<file path="src/rtl/counter.sv">
// Parameterised up/down binary counter with synchronous clear, parallel load,
// count enable and a registered one-cycle wrap pulse.
module counter #(
    parameter int WIDTH = 16
) (
    input  logic             clk,
    input  logic             rst_n,
    input  logic             clr,
    input  logic             en,
    input  logic             dn,
    input  logic             ld,
    input  logic [15:0]      ld_val,
    output logic [WIDTH-1:0] count,
    output logic             overflow
);

    localparam int LD_BITS = (WIDTH < 16) ? WIDTH : 16;

    logic [WIDTH-1:0] r_count;
    logic             r_overflow;

    logic [WIDTH-1:0] w_ld_val;
    logic [WIDTH-1:0] w_count_nxt;
    logic             w_overflow_nxt;
    logic             w_at_max;
    logic             w_at_zero;

    // The load bus is fixed at 16 bits; zero-extend or truncate to WIDTH.
    always_comb begin
        w_ld_val                = '0;
        w_ld_val[LD_BITS-1:0]   = ld_val[LD_BITS-1:0];
    end

    assign w_at_max  = &r_count;
    assign w_at_zero = ~|r_count;

    // NOTE: every output of this block gets a default first, so no path
    // through the if/else chain can leave a value unassigned and infer a latch.
    always_comb begin
        w_count_nxt    = r_count;
        w_overflow_nxt = 1'b0;
        if (clr) begin
            w_count_nxt = '0;
        end else if (ld) begin
            w_count_nxt = w_ld_val;
        end else if (en) begin
            if (dn) begin
                w_count_nxt    = r_count - WIDTH'(1);
                w_overflow_nxt = w_at_zero;
            end else begin
                w_count_nxt    = r_count + WIDTH'(1);
                w_overflow_nxt = w_at_max;
            end
        end
    end

    // NOTE: state registers use non-blocking assignments so every flop samples
    // the pre-edge values regardless of evaluation order.
    always_ff @(posedge clk or negedge rst_n) begin
        if (!rst_n) begin
            r_count    <= '0;
            r_overflow <= 1'b0;
        end else begin
            r_count    <= w_count_nxt;
            r_overflow <= w_overflow_nxt;
        end
    end

    assign count    = r_count;
    assign overflow = r_overflow;

endmodule

</file>
<file path="config.mk">
export PLATFORM = sky130hd
export DESIGN_NAME = counter
export DESIGN_NICKNAME = d
export VERILOG_FILES = /design/src/rtl/counter.sv
export SDC_FILE = /design/constraint.sdc
export NUM_CORES = 1
export LEC_CHECK = 0
export ABC_AREA = 0
export BUFFER_PORTS_ARGS = -buffer_cell sky130_fd_sc_hd__buf_2
export CAP_MARGIN = 20
export CORE_MARGIN = 1
export CORE_UTILIZATION = 56
export CTS_BUF_LIST = sky130_fd_sc_hd__clkbuf_8
export DETAILED_ROUTE_END_ITERATION = 12
export MAX_ROUTING_LAYER = met4
export PLACE_DENSITY = 0.83
export SETUP_SLACK_MARGIN = 0.4
export SLEW_MARGIN = 5
export SYNTH_ARGS = -nofsm -noshare
export SYNTH_HDL_FRONTEND = slang
export SYNTH_SLANG_ARGS = --single-unit
</file>
<file path="constraint.sdc">
create_clock -name clk -period 2.7 [get_ports clk]
set_clock_uncertainty 0.2 [all_clocks]
set_input_delay 0.54 -clock clk [delete_from_list [all_inputs] [get_ports clk]]
set_output_delay 0.54 -clock clk [all_outputs]
set_load 0.1 [all_outputs]
</file>
==> summary.md, run 1 <==
| Metric | Value |
|---|---|
| Mapped Avg Cell Area | 8.46 µm² |
| Crit Reg-Reg Startpoint | count[0]$_DFFE_PN0P_ |
| Sequential element share of the synthesized area | 0.248 |
| First-pass DRT Iterations | 9 |
| Post-synth top area share | 0.248 |
| YS warnings | 0 |
| ANT cells | 0 |
| CP arrival | 2.37 ns |
| Final core utilization | 0.798 |
| Syn_nets | 240 |
| Setup TNS | 0 ns |
| Layout Nets | 289 |
| Largest net degree at the start of global routing | 30 |
| Async set or reset register ratio after synthesis | 1.00 |
| Overflow after GRT | 0 |
| LEAKAGE | 0.00101 µW |
| # IOs | 39 |
| Final hold violation count | 10 |
| R2r setup slk | 0.29 ns |
| Dpl hpwl | 3840 µm |
| Startpoint class of the critical path | register |
| Post-Synthesis Cells | 203 |
| First-pass GRT wire length | 8500 µm |
| Seq cells post-synth | 17 |
| Chip Width | 57.4 µm |
| CTS tree | built |
| Worst Hold Class | input port to async pin |
| Vias in the first global route | 1843 |
| Worst Path Max Fanout | 3 |
| Slew HR | 0.642 |
| Final Wtd Congestion | 1.02 |
| Clk buf depth | 2 |
| Initial Utilization | 0.607 |
| Critical path required time | 2.66 ns |
| WL final | 5650 µm |
| Num CTS Buffers | 3 |
| Final Slew Violations | 0 |
| Area leader, netlist | dfrtp_1 |
| Final min period | 2.41 ns |
| Final setup fails | 0 |
| H-Tree Depth | 1 |
| Tightest Pin Transition | 0.536 ns |
| Number of routed nets with antenna violations | 0 |
| Buffers on Ports | 38 |
| RSZ-0062 raised after global routing | true |
| Core ar. | 2830 µm² |
| Worst-case reg-to-reg path depth | 7 |
| Synth top area cells | dfrtp_1, ha_1, xnor2_1 |
| Kind of critical path | register to register |
| Failing checks | design-rule violations, negative hold slack |
| Max_cap viols | 0 |
| Die ar. | 3290 µm² |
| Area growth, synth to finish | 31.5% |
| Drt first-iter violations | 156 |
| Clk slew on worst S/H paths | 0.08 ns |
| Layout cells sized above 1 | 0.402 |
| Rows | 19 |
| Via count | 1928 |
| Most common cell in the netlist | nor2_1 |
| Ys flop type | dfrtp_1 |
| Run status | finished, violations left |
| GRT Util Overall | 0.351 |
| Clock Latency Late Sink | 0.27 ns |
| Fin crit share | 0.892 |
| CTS root buffer | clkbuf_8 |
| Crit. End Element | register |
| Clk sink count | 17 |
| Critical R2R Capture | count[14]$_DFFE_PN0P_ |
| DRC violations left | 3 |
| Peak supply drop | 0.334 mV |
| Power Density | 520 nW/µm² |
| Avg WL per Cell | 20.0 µm |
| Via density per instance | 6.84 |
| Fmax | 415 MHz |
| Number of flops mapped to enable cells by yosys | 0 |
| Die height | 57.4 µm |
| Synthesized area | 1720 µm² |
| Fin Hold WS | -0.00530 ns |
| Cell variety after synth | 54 |
| Initial antenna violation count | 0 |
| Top cells by count, synth | nor2_1, dfrtp_1, a21oi_1, nand2_1, ha_1 |
[registers in the layout (all words and copies together) (netlist names)]
name	flops
count	16
overflow	1
[power by group]
part	leakage (µW)	total (µW)	internal, µW	switching, µW
logic	0.000787	636	227	409
clock network	0.0000255	215	103	111
registers	0.000201	324	285	38.8
total	0.00101	1170	615	559
[through the flow]
step	setup slack, ns	area (µm²)	power [µW]	cells
finish	0.291	2260	1170	282
global route	0.232	2260	1210	282
CTS	0.350	2220	1140	281
detailed placement	-0.0448	2110	912	274
global placement	0.0267	2110	893	274
floorplan	0.302	1830	763	203
[routing by layer]
metal / routed length [µm] / up-vias / part of all wire / global-route usage
met5: 0 / - / 0 / -
met1: 2130 / 900 / 0.38 / 0.429
met3: 594 / 26 / 0.11 / 0.0431
li1: - / 869 / - / -
met2: 2710 / 133 / 0.48 / 0.573
met4: 223 / 0 / 0.039 / 0.164
[placed cells by master (no fill, tap or decap), types with 4 or more instances in the layout]
master    instances
ha_4              5
a22oi_1           5
ha_1              9
inv_1             6
dfrtp_2           5
buf_4            16
nor2_1           20
xnor2_1          10
a21oi_1          14
o21ai_0           6
a21o_1            5
o22ai_1           4
dfrtp_4          10
nand2_1          15
nor3_1            4
a211oi_1          4
buf_2            37
[area by class of cell]
cell class | count | area [µm²]
clock buffers | 3 | 41.3
clock inverters | 1 | 5.00
fillers | 201 | 571
inverters | 6 | 22.5
multi-input cells | 169 | 1350
flip-flops and latches | 17 | 469
well taps | 31 | 38.8
repair buffers | 55 | 328
[worst max-delay path by stage]
stage / endpoint / depth (start not counted) / startpoint
3_5_place_dp: count[14]$_DFFE_PN0P_ / 8 / dn
4_1_cts: count[14]$_DFFE_PN0P_ / 7 / count[0]$_DFFE_PN0P_
5_1_grt: count[14]$_DFFE_PN0P_ / 7 / count[0]$_DFFE_PN0P_
3_3_place_gp: count[14]$_DFFE_PN0P_ / 8 / dn
2_1_floorplan: count[14]$_DFFE_PN0P_ / 7 / count[0]$_DFFE_PN0P_
6_report: count[14]$_DFFE_PN0P_ / 7 / count[0]$_DFFE_PN0P_
[repair_timing]
item                                    CTS  global route
hold buffers                              0             0
resized for setup                         8             5
cloned                                    0             0
endpoints found under the setup margin   11             9
pin swaps                                 6             5
setup buffers                             3             1
[logic make-up (layout without fill, tap and decap cells)]
logic type	count (synthesis)	count (layout)	synth area share
AOI/OAI and AO/OA	70	70	0.313
and+or+nand+nor	70	70	0.216
DFF	17	17	0.248
buffers and inverters	17	65	0.0371
adders and majority gates	15	15	0.114
xor gates and xnor gates	12	12	0.0612
muxes	2	2	0.0117
[worst max-delay path, stage by stage, from the launching register on]
cell      delay [ns]
dfrtp_4         0.50
fa_2            0.42
a21o_1          0.23
a221oi_2        0.29
o211ai_1        0.12
and3_4          0.18
and2_4          0.14
o41ai_2         0.22
(Power assumes the default switching activity.)
==> run 2: changes to the inputs <==
--- a/config.mk
+++ b/config.mk
@@ -6,14 +6,14 @@
 export NUM_CORES = 1
 export LEC_CHECK = 0
 export ABC_AREA = 0
-export BUFFER_PORTS_ARGS = -buffer_cell sky130_fd_sc_hd__buf_2
 export CAP_MARGIN = 20
 export CORE_MARGIN = 1
-export CORE_UTILIZATION = 56
+export CORE_UTILIZATION = 62
 export CTS_BUF_LIST = sky130_fd_sc_hd__clkbuf_8
 export DETAILED_ROUTE_END_ITERATION = 12
+export DONT_BUFFER_PORTS = 1
 export MAX_ROUTING_LAYER = met4
-export PLACE_DENSITY = 0.83
+export PLACE_DENSITY = 0.79
 export SETUP_SLACK_MARGIN = 0.4
 export SLEW_MARGIN = 5
 export SYNTH_ARGS = -nofsm -noshare
==> summary.md, run 2 (synthesis results as in run 1) <==
| Metric | Value |
|---|---|
| Run status | finished, final reports clean (was finished, violations left) |
| H-Tree Depth | 1 (unchanged) |
| Worst setup margin | 0.337 ns (was 0.291 ns) |
| ANT cells | 0 (unchanged) |
| LEAKAGE | 0.000871 µW (was 0.00101 µW) |
| Dpl hpwl | 3590 µm (was 3840 µm) |
| Die ar. | 2990 µm² (was 3290 µm²) |
| Rows | 18 (was 19) |
| R2r setup slk | 0.34 ns (was 0.29 ns) |
| CP Launch Point | count[0]$_DFFE_PN0P_ (unchanged) |
| Buffers on Ports | 0 (was 38) |
| Layout cells sized above 1 | 0.300 (was 0.402) |
| Final min period | 2.36 ns (was 2.41 ns) |
| Die height | 54.6 µm (was 57.4 µm) |
| First-pass GRT wire length | 7330 µm (was 8500 µm) |
| Initial Utilization | 0.675 (was 0.607) |
| Pre-CTS worst setup slack | 0.301 ns (was -0.0448 ns) |
| Critical path required time | 2.64 ns (was 2.66 ns) |
| Layout Nets | 255 (was 289) |
| Crit Reg-Reg Startpoint | count[0]$_DFFE_PN0P_ (unchanged) |
| WL final | 5270 µm (was 5650 µm) |
| # IOs | 39 (unchanged) |
| Worst Path Max Fanout | 3 (unchanged) |
| Crit path capture | count[14]$_DFFE_PN0P_ (unchanged) |
| Avg WL per Cell | 21.3 µm (was 20.0 µm) |
| Fin crit share | 0.875 (was 0.892) |
| Placed cells | 238 (was 274) |
| Peak supply drop | 0.541 mV (was 0.334 mV) |
| Initial antenna violation count | 0 (unchanged) |
| RSZ-0062 raised after global routing | true (unchanged) |
| Drt first-iter violations | 74 (was 156) |
| Largest net degree at the start of global routing | 30 (unchanged) |
| Most frequent cells in the layout | nor2_1, buf_4, nand2_1, a21oi_1, dfrtp_4 (was buf_2, nor2_1, buf_4) |
| Cell area after layout | 2070 µm² (was 2260 µm²) |
| Most common cell after layout, fill and taps aside | nor2_1 (was buf_2) |
| Chip Width | 54.6 µm (was 57.4 µm) |
| Clk sink count | 17 (unchanged) |
| Final Slew Violations | 0 (unchanged) |
| Final setup fails | 0 (unchanged) |
| Non-filler cells, final | 247 (was 282) |
| Setup TNS | 0 ns (unchanged) |
| DRC violations left | 0 (was 3) |
| Via density per instance | 7.16 (was 6.84) |
| Core ar. | 2540 µm² (was 2830 µm²) |
| Clk buf depth | 2 (unchanged) |
| Power Density | 531 nW/µm² (was 520 nW/µm²) |
| Via count | 1768 (was 1928) |
| Clk slew on worst S/H paths | 0.07 ns (was 0.08 ns) |
| Fmax | 423 MHz (was 415 MHz) |
| Number of flip-flops under the largest register name | 16 (unchanged) |
| CTS tree | built (unchanged) |
| Final Wtd Congestion | 0.986 (was 1.02) |
| First-pass DRT Iterations | 5 (was 9) |
| CP arrival | 2.31 ns (was 2.37 ns) |
| Clock Latency Late Sink | 0.27 ns (about the same) |
| Vias in the first global route | 1570 (was 1843) |
| Critical R2R Capture | count[14]$_DFFE_PN0P_ (unchanged) |
| Final core utilization | 0.815 (was 0.798) |
| Max_cap viols | 0 (unchanged) |
| GRT Util Overall | 0.356 (was 0.351) |
| Final hold violation count | 0 (was 10) |
| Slew HR | 0.401 (was 0.642) |
| Kind of critical path | register to register (unchanged) |
| Area growth, synth to finish | 20.7% (was 31.5%) |
| CTS root buffer | clkbuf_8 (unchanged) |
| Worst-case reg-to-reg path depth | 7 (unchanged) |
| Overflow after GRT | 0 (unchanged) |
| Number of routed nets with antenna violations | 0 (unchanged) |
| Crit. End Element | register (unchanged) |
| Startpoint class of the critical path | register (unchanged) |
| Area of placed instances | 1940 µm² (was 2110 µm²) |
| Num CTS Buffers | 3 (unchanged) |
| Tightest Pin Transition | 0.895 ns (was 0.536 ns) |
| Worst Hold Class | input port to register (was input port to async pin) |
[run 2: cell count changes in the layout (fill, tap and decap cells not counted), sizes merged]
| cell | previous run | this run |
|---|---|---|
| buf | 55 | 20 |
| clkinv | 1 | 0 |
| dlygate4sd3 | 0 | 1 |
| inv | 6 | 7 |
[run 2: per-layer routing]
layer	track usage	part of all wire	routed length [µm]	up-vias
li1	-	-	-	798
met1	0.444	0.39	2040	837
met2	0.564	0.48	2520	117
met3	0.106	0.11	569	16
met4	0.0726	0.025	129	0
met5	-	0	0	-
[run 2: worst min path at each step]
stage	from	to	slack [ns]	cells past startpoint
after floorplan	rst_n	count[10]$_DFFE_PN0P_	0.04	0
after global placement	rst_n	count[10]$_DFFE_PN0P_	0.04	0
after detailed placement	rst_n	count[10]$_DFFE_PN0P_	0.04	0
after CTS	clr	count[4]$_DFFE_PN0P_	0.13	1
after global routing	clr	count[6]$_DFFE_PN0P_	0.12	1
final	clr	count[4]$_DFFE_PN0P_	0.12	1
[run 2: cell type report]
class / instances / area [µm²]
Timing Repair Buffer: 21 / 164
Clock inverter: 1 / 3.75
Multi-Input combinational cell: 169 / 1340
Inverter: 6 / 22.5
Sequential cell: 17 / 469
Tap cell: 30 / 37.5
Fill cell: 161 / 472
Clock buffer: 3 / 41.3
[run 2: metrics by stage]
stage | hold WS, ns | power (µW)
floorplan | 0.0444 | 763
global placement | 0.0448 | 841
detailed placement | 0.0448 | 854
CTS | 0.131 | 1060
global route | 0.119 | 1150
finish | 0.123 | 1100
[run 2: where the power goes]
group          switching, µW  internal [µW]  total [µW]
clock                   99.8            102         201
sequential              20.2            285         305
combinational            391            203         594
total                    511            589        1100
[run 2: timing repair]
| item | 4_1_cts | 5_1_grt |
|---|---|---|
| endpoints found under the hold margin | 17 | 0 |
| buffers inserted | 1 | 3 |
| pin swaps | 1 | 6 |
| setup endpoints to repair | 3 | 10 |
| hold buffers | 1 | 0 |
| resized for setup | 0 | 8 |
[run 2: critical path: stages (launching register included)]
cell and delay [ns]:
dfrtp_4 0.49, fa_2 0.41, a21o_1 0.21, a221oi_2 0.26
o211ai_1 0.14, and3_4 0.20, nor3b_2 0.21, o41ai_2 0.11
==> run 3: changes to the inputs <==
--- a/config.mk
+++ b/config.mk
@@ -6,14 +6,13 @@
 export NUM_CORES = 1
 export LEC_CHECK = 0
 export ABC_AREA = 0
+export BUFFER_PORTS_ARGS = -buffer_cell sky130_fd_sc_hd__buf_2
 export CAP_MARGIN = 20
 export CORE_MARGIN = 1
-export CORE_UTILIZATION = 62
+export CORE_UTILIZATION = 56
 export CTS_BUF_LIST = sky130_fd_sc_hd__clkbuf_8
 export DETAILED_ROUTE_END_ITERATION = 12
-export DONT_BUFFER_PORTS = 1
-export MAX_ROUTING_LAYER = met4
-export PLACE_DENSITY = 0.79
+export PLACE_DENSITY = 0.83
 export SETUP_SLACK_MARGIN = 0.4
 export SLEW_MARGIN = 5
 export SYNTH_ARGS = -nofsm -noshare
==> summary.md, run 3 (synthesis results as in run 1) <==
| Metric | Value |
|---|---|
| Run status | finished, violations left (was finished, final reports clean) |
| Failing checks | design-rule violations |
| Power Density | 510 nW/µm² (was 531 nW/µm²) |
| CP arrival | 2.29 ns (was 2.31 ns) |
| Flop pwr share | 0.274 (was 0.277) |
| Overflow after GRT | 0 (unchanged) |
| Multi-input gate area | 1360 µm² (was 1340 µm²) |
| Rows | 19 (was 18) |
| CTS tree | built (unchanged) |
| Die height | 57.4 µm (was 54.6 µm) |
| Core ar. | 2830 µm² (was 2540 µm²) |
| CP cell instances | ha_1, a21o_1, a211oi_1, a21oi_1, o22ai_1, o41ai_2 (was fa_2, a21o_1, a221oi_2, o211ai_1, and3_4, nor3b_2, o41ai_2) |
| Final core utilization | 0.815 (about the same) |
| # IOs | 39 (unchanged) |
| LEAKAGE | 0.00103 µW (was 0.000871 µW) |
| GRT Util Overall | 0.330 (was 0.356) |
| WL final | 5450 µm (was 5270 µm) |
| Crit. End Element | register (unchanged) |
| Via density per instance | 6.74 (was 7.16) |
| Slew HR | 0.661 (was 0.401) |
| Chip Width | 57.4 µm (was 54.6 µm) |
| R2r setup slk | 0.35 ns (was 0.34 ns) |
| Clk network pwr share | 0.177 (was 0.183) |
| Hold buffers post-CTS | 0 (was 1) |
| Final setup fails | 0 (unchanged) |
| Int Pwr | 626 µW (was 589 µW) |
| H-Tree Depth | 1 (unchanged) |
| Fin crit share | 0.871 (was 0.875) |
| Logic gate share of total power | 0.549 (was 0.540) |
| Placed cells | 273 (was 238) |
| Dpl hpwl | 3630 µm (was 3590 µm) |
| Clk slew on worst S/H paths | 0.08 ns (was 0.07 ns) |
| Area of placed instances | 2100 µm² (was 1940 µm²) |
| Worst Path Max Fanout | 7 (was 3) |
| Area growth, synth to finish | 34.2% (was 20.7%) |
| Via count | 1921 (was 1768) |
| Avg WL per Cell | 19.1 µm (was 21.3 µm) |
| Vias in the first global route | 1749 (was 1570) |
| Clk buf depth | 2 (unchanged) |
| Initial antenna violation count | 0 (unchanged) |
| Clock Latency Late Sink | 0.26 ns (was 0.27 ns) |
| DRC violations left | 3 (was 0) |
| Number of routed nets with antenna violations | 0 (unchanged) |
| ANT cells | 0 (unchanged) |
| Critical path required time | 2.64 ns (about the same) |
| Final min period | 2.35 ns (was 2.36 ns) |
| WP buf/inv | 0 (unchanged) |
| Buffers on Ports | 38 (was 0) |
| Slowest CP cell | dfrtp_2 (was dfrtp_4) |
| Worst setup margin | 0.348 ns (was 0.337 ns) |
| CTS root buffer | clkbuf_8 (unchanged) |
| Net switching power | 551 µW (was 511 µW) |
| First-pass GRT wire length | 8330 µm (was 7330 µm) |
| Clk sink count | 17 (unchanged) |
| Num CTS Buffers | 3 (unchanged) |
| Kind of critical path | register to register (unchanged) |
| First-pass DRT Iterations | 10 (was 5) |
| Peak supply drop | 0.329 mV (was 0.541 mV) |
| Final Slew Violations | 0 (unchanged) |
| Final Wtd Congestion | 0.976 (was 0.986) |
| Final hold violation count | 0 (unchanged) |
| Largest stage delay, worst path | 0.46 ns (was 0.49 ns) |
| Cell area after layout | 2310 µm² (was 2070 µm²) |
| Layout cells sized above 1 | 0.413 (was 0.300) |
| Largest net degree at the start of global routing | 30 (unchanged) |
| Switching Share | 0.468 (was 0.464) |
| Most common cell after layout, fill and taps aside | buf_2 (was nor2_1) |
| Layout Nets | 292 (was 255) |
| Max_cap viols | 0 (unchanged) |
| Worst Hold Class | input port to async pin (was input port to register) |
| Tightest Pin Transition | 0.508 ns (was 0.895 ns) |
| FF+latch area | 469 µm² (unchanged) |
| Startpoint class of the critical path | register (unchanged) |
| Pre-CTS worst setup slack | -0.0482 ns (was 0.301 ns) |
| Fmax | 425 MHz (was 423 MHz) |
| Setup TNS | 0 ns (unchanged) |
| RSZ-0062 raised after global routing | true (unchanged) |
| Non-filler cells, final | 285 (was 247) |
| Delay-heaviest family, CP | compound AO/OA/AOI/OAI gates (unchanged) |
| Die ar. | 3290 µm² (was 2990 µm²) |
| Number of flip-flops under the largest register name | 16 (unchanged) |
| Most frequent cells in the layout | buf_2, nor2_1, buf_4 (was nor2_1, buf_4, nand2_1, a21oi_1, dfrtp_4) |
| Initial Utilization | 0.607 (was 0.675) |
| Drt first-iter violations | 189 (was 74) |
| Fillers | 163 (was 161) |
-- run 3: cell type report --
cell class                 instances  area share
clock buffer                       3      0.0179
clock inverter                     1     0.00217
inverter                           6     0.00977
multi-input combinational        169       0.591
sequential                        17       0.203
tap                               31      0.0168
timing repair buffer              58       0.159
-- run 3: power by group through the flow --
stage / sequential, µW / combinational, µW / clock, µW
after floorplan: 471 / 292 / 0
after global placement: 325 / 565 / 0
after detailed placement: 327 / 577 / 0
after CTS: 320 / 621 / 204
after global routing: 324 / 681 / 212
final: 322 / 646 / 209
-- run 3: routing by layer --
metal | GRT usage | part of all wire | up-vias
met3 | 0.0544 | 0.098 | 17
met4 | 0.143 | 0.032 | 0
met1 | 0.429 | 0.40 | 905
li1 | - | - | 871
met5 | 0 | 0 | -
met2 | 0.540 | 0.47 | 128
-- run 3: final timing paths --
| path | startpoint | to | cells past startpoint |
|---|---|---|---|
| setup / recovery | count[11]$_DFFE_PN0P_ | count[14]$_DFFE_PN0P_ | 6 |
| hold / removal | rst_n | count[9]$_DFFE_PN0P_ | 1 |
| setup reg to reg | count[11]$_DFFE_PN0P_ | count[14]$_DFFE_PN0P_ | 6 |
| hold reg to reg | count[10]$_DFFE_PN0P_ | count[10]$_DFFE_PN0P_ | 2 |
| max in group asynchronous | rst_n | count[8]$_DFFE_PN0P_ | 1 |
| min in group clk | ld_val[8] | count[8]$_DFFE_PN0P_ | 3 |
-- run 3: stage by stage --
step	total power, µW	hold WS [ns]
after detailed placement	904	0.289
after CTS	1140	0.00988
after floorplan	763	0.0444
after global placement	890	0.284
final	1180	0.00363
after global routing	1220	0.0397
-- run 3: timing repair --
action,in CTS,in global routing
pin swaps,8,7
setup endpoints to repair,10,10
setup buffers,6,2
resized for setup,11,3
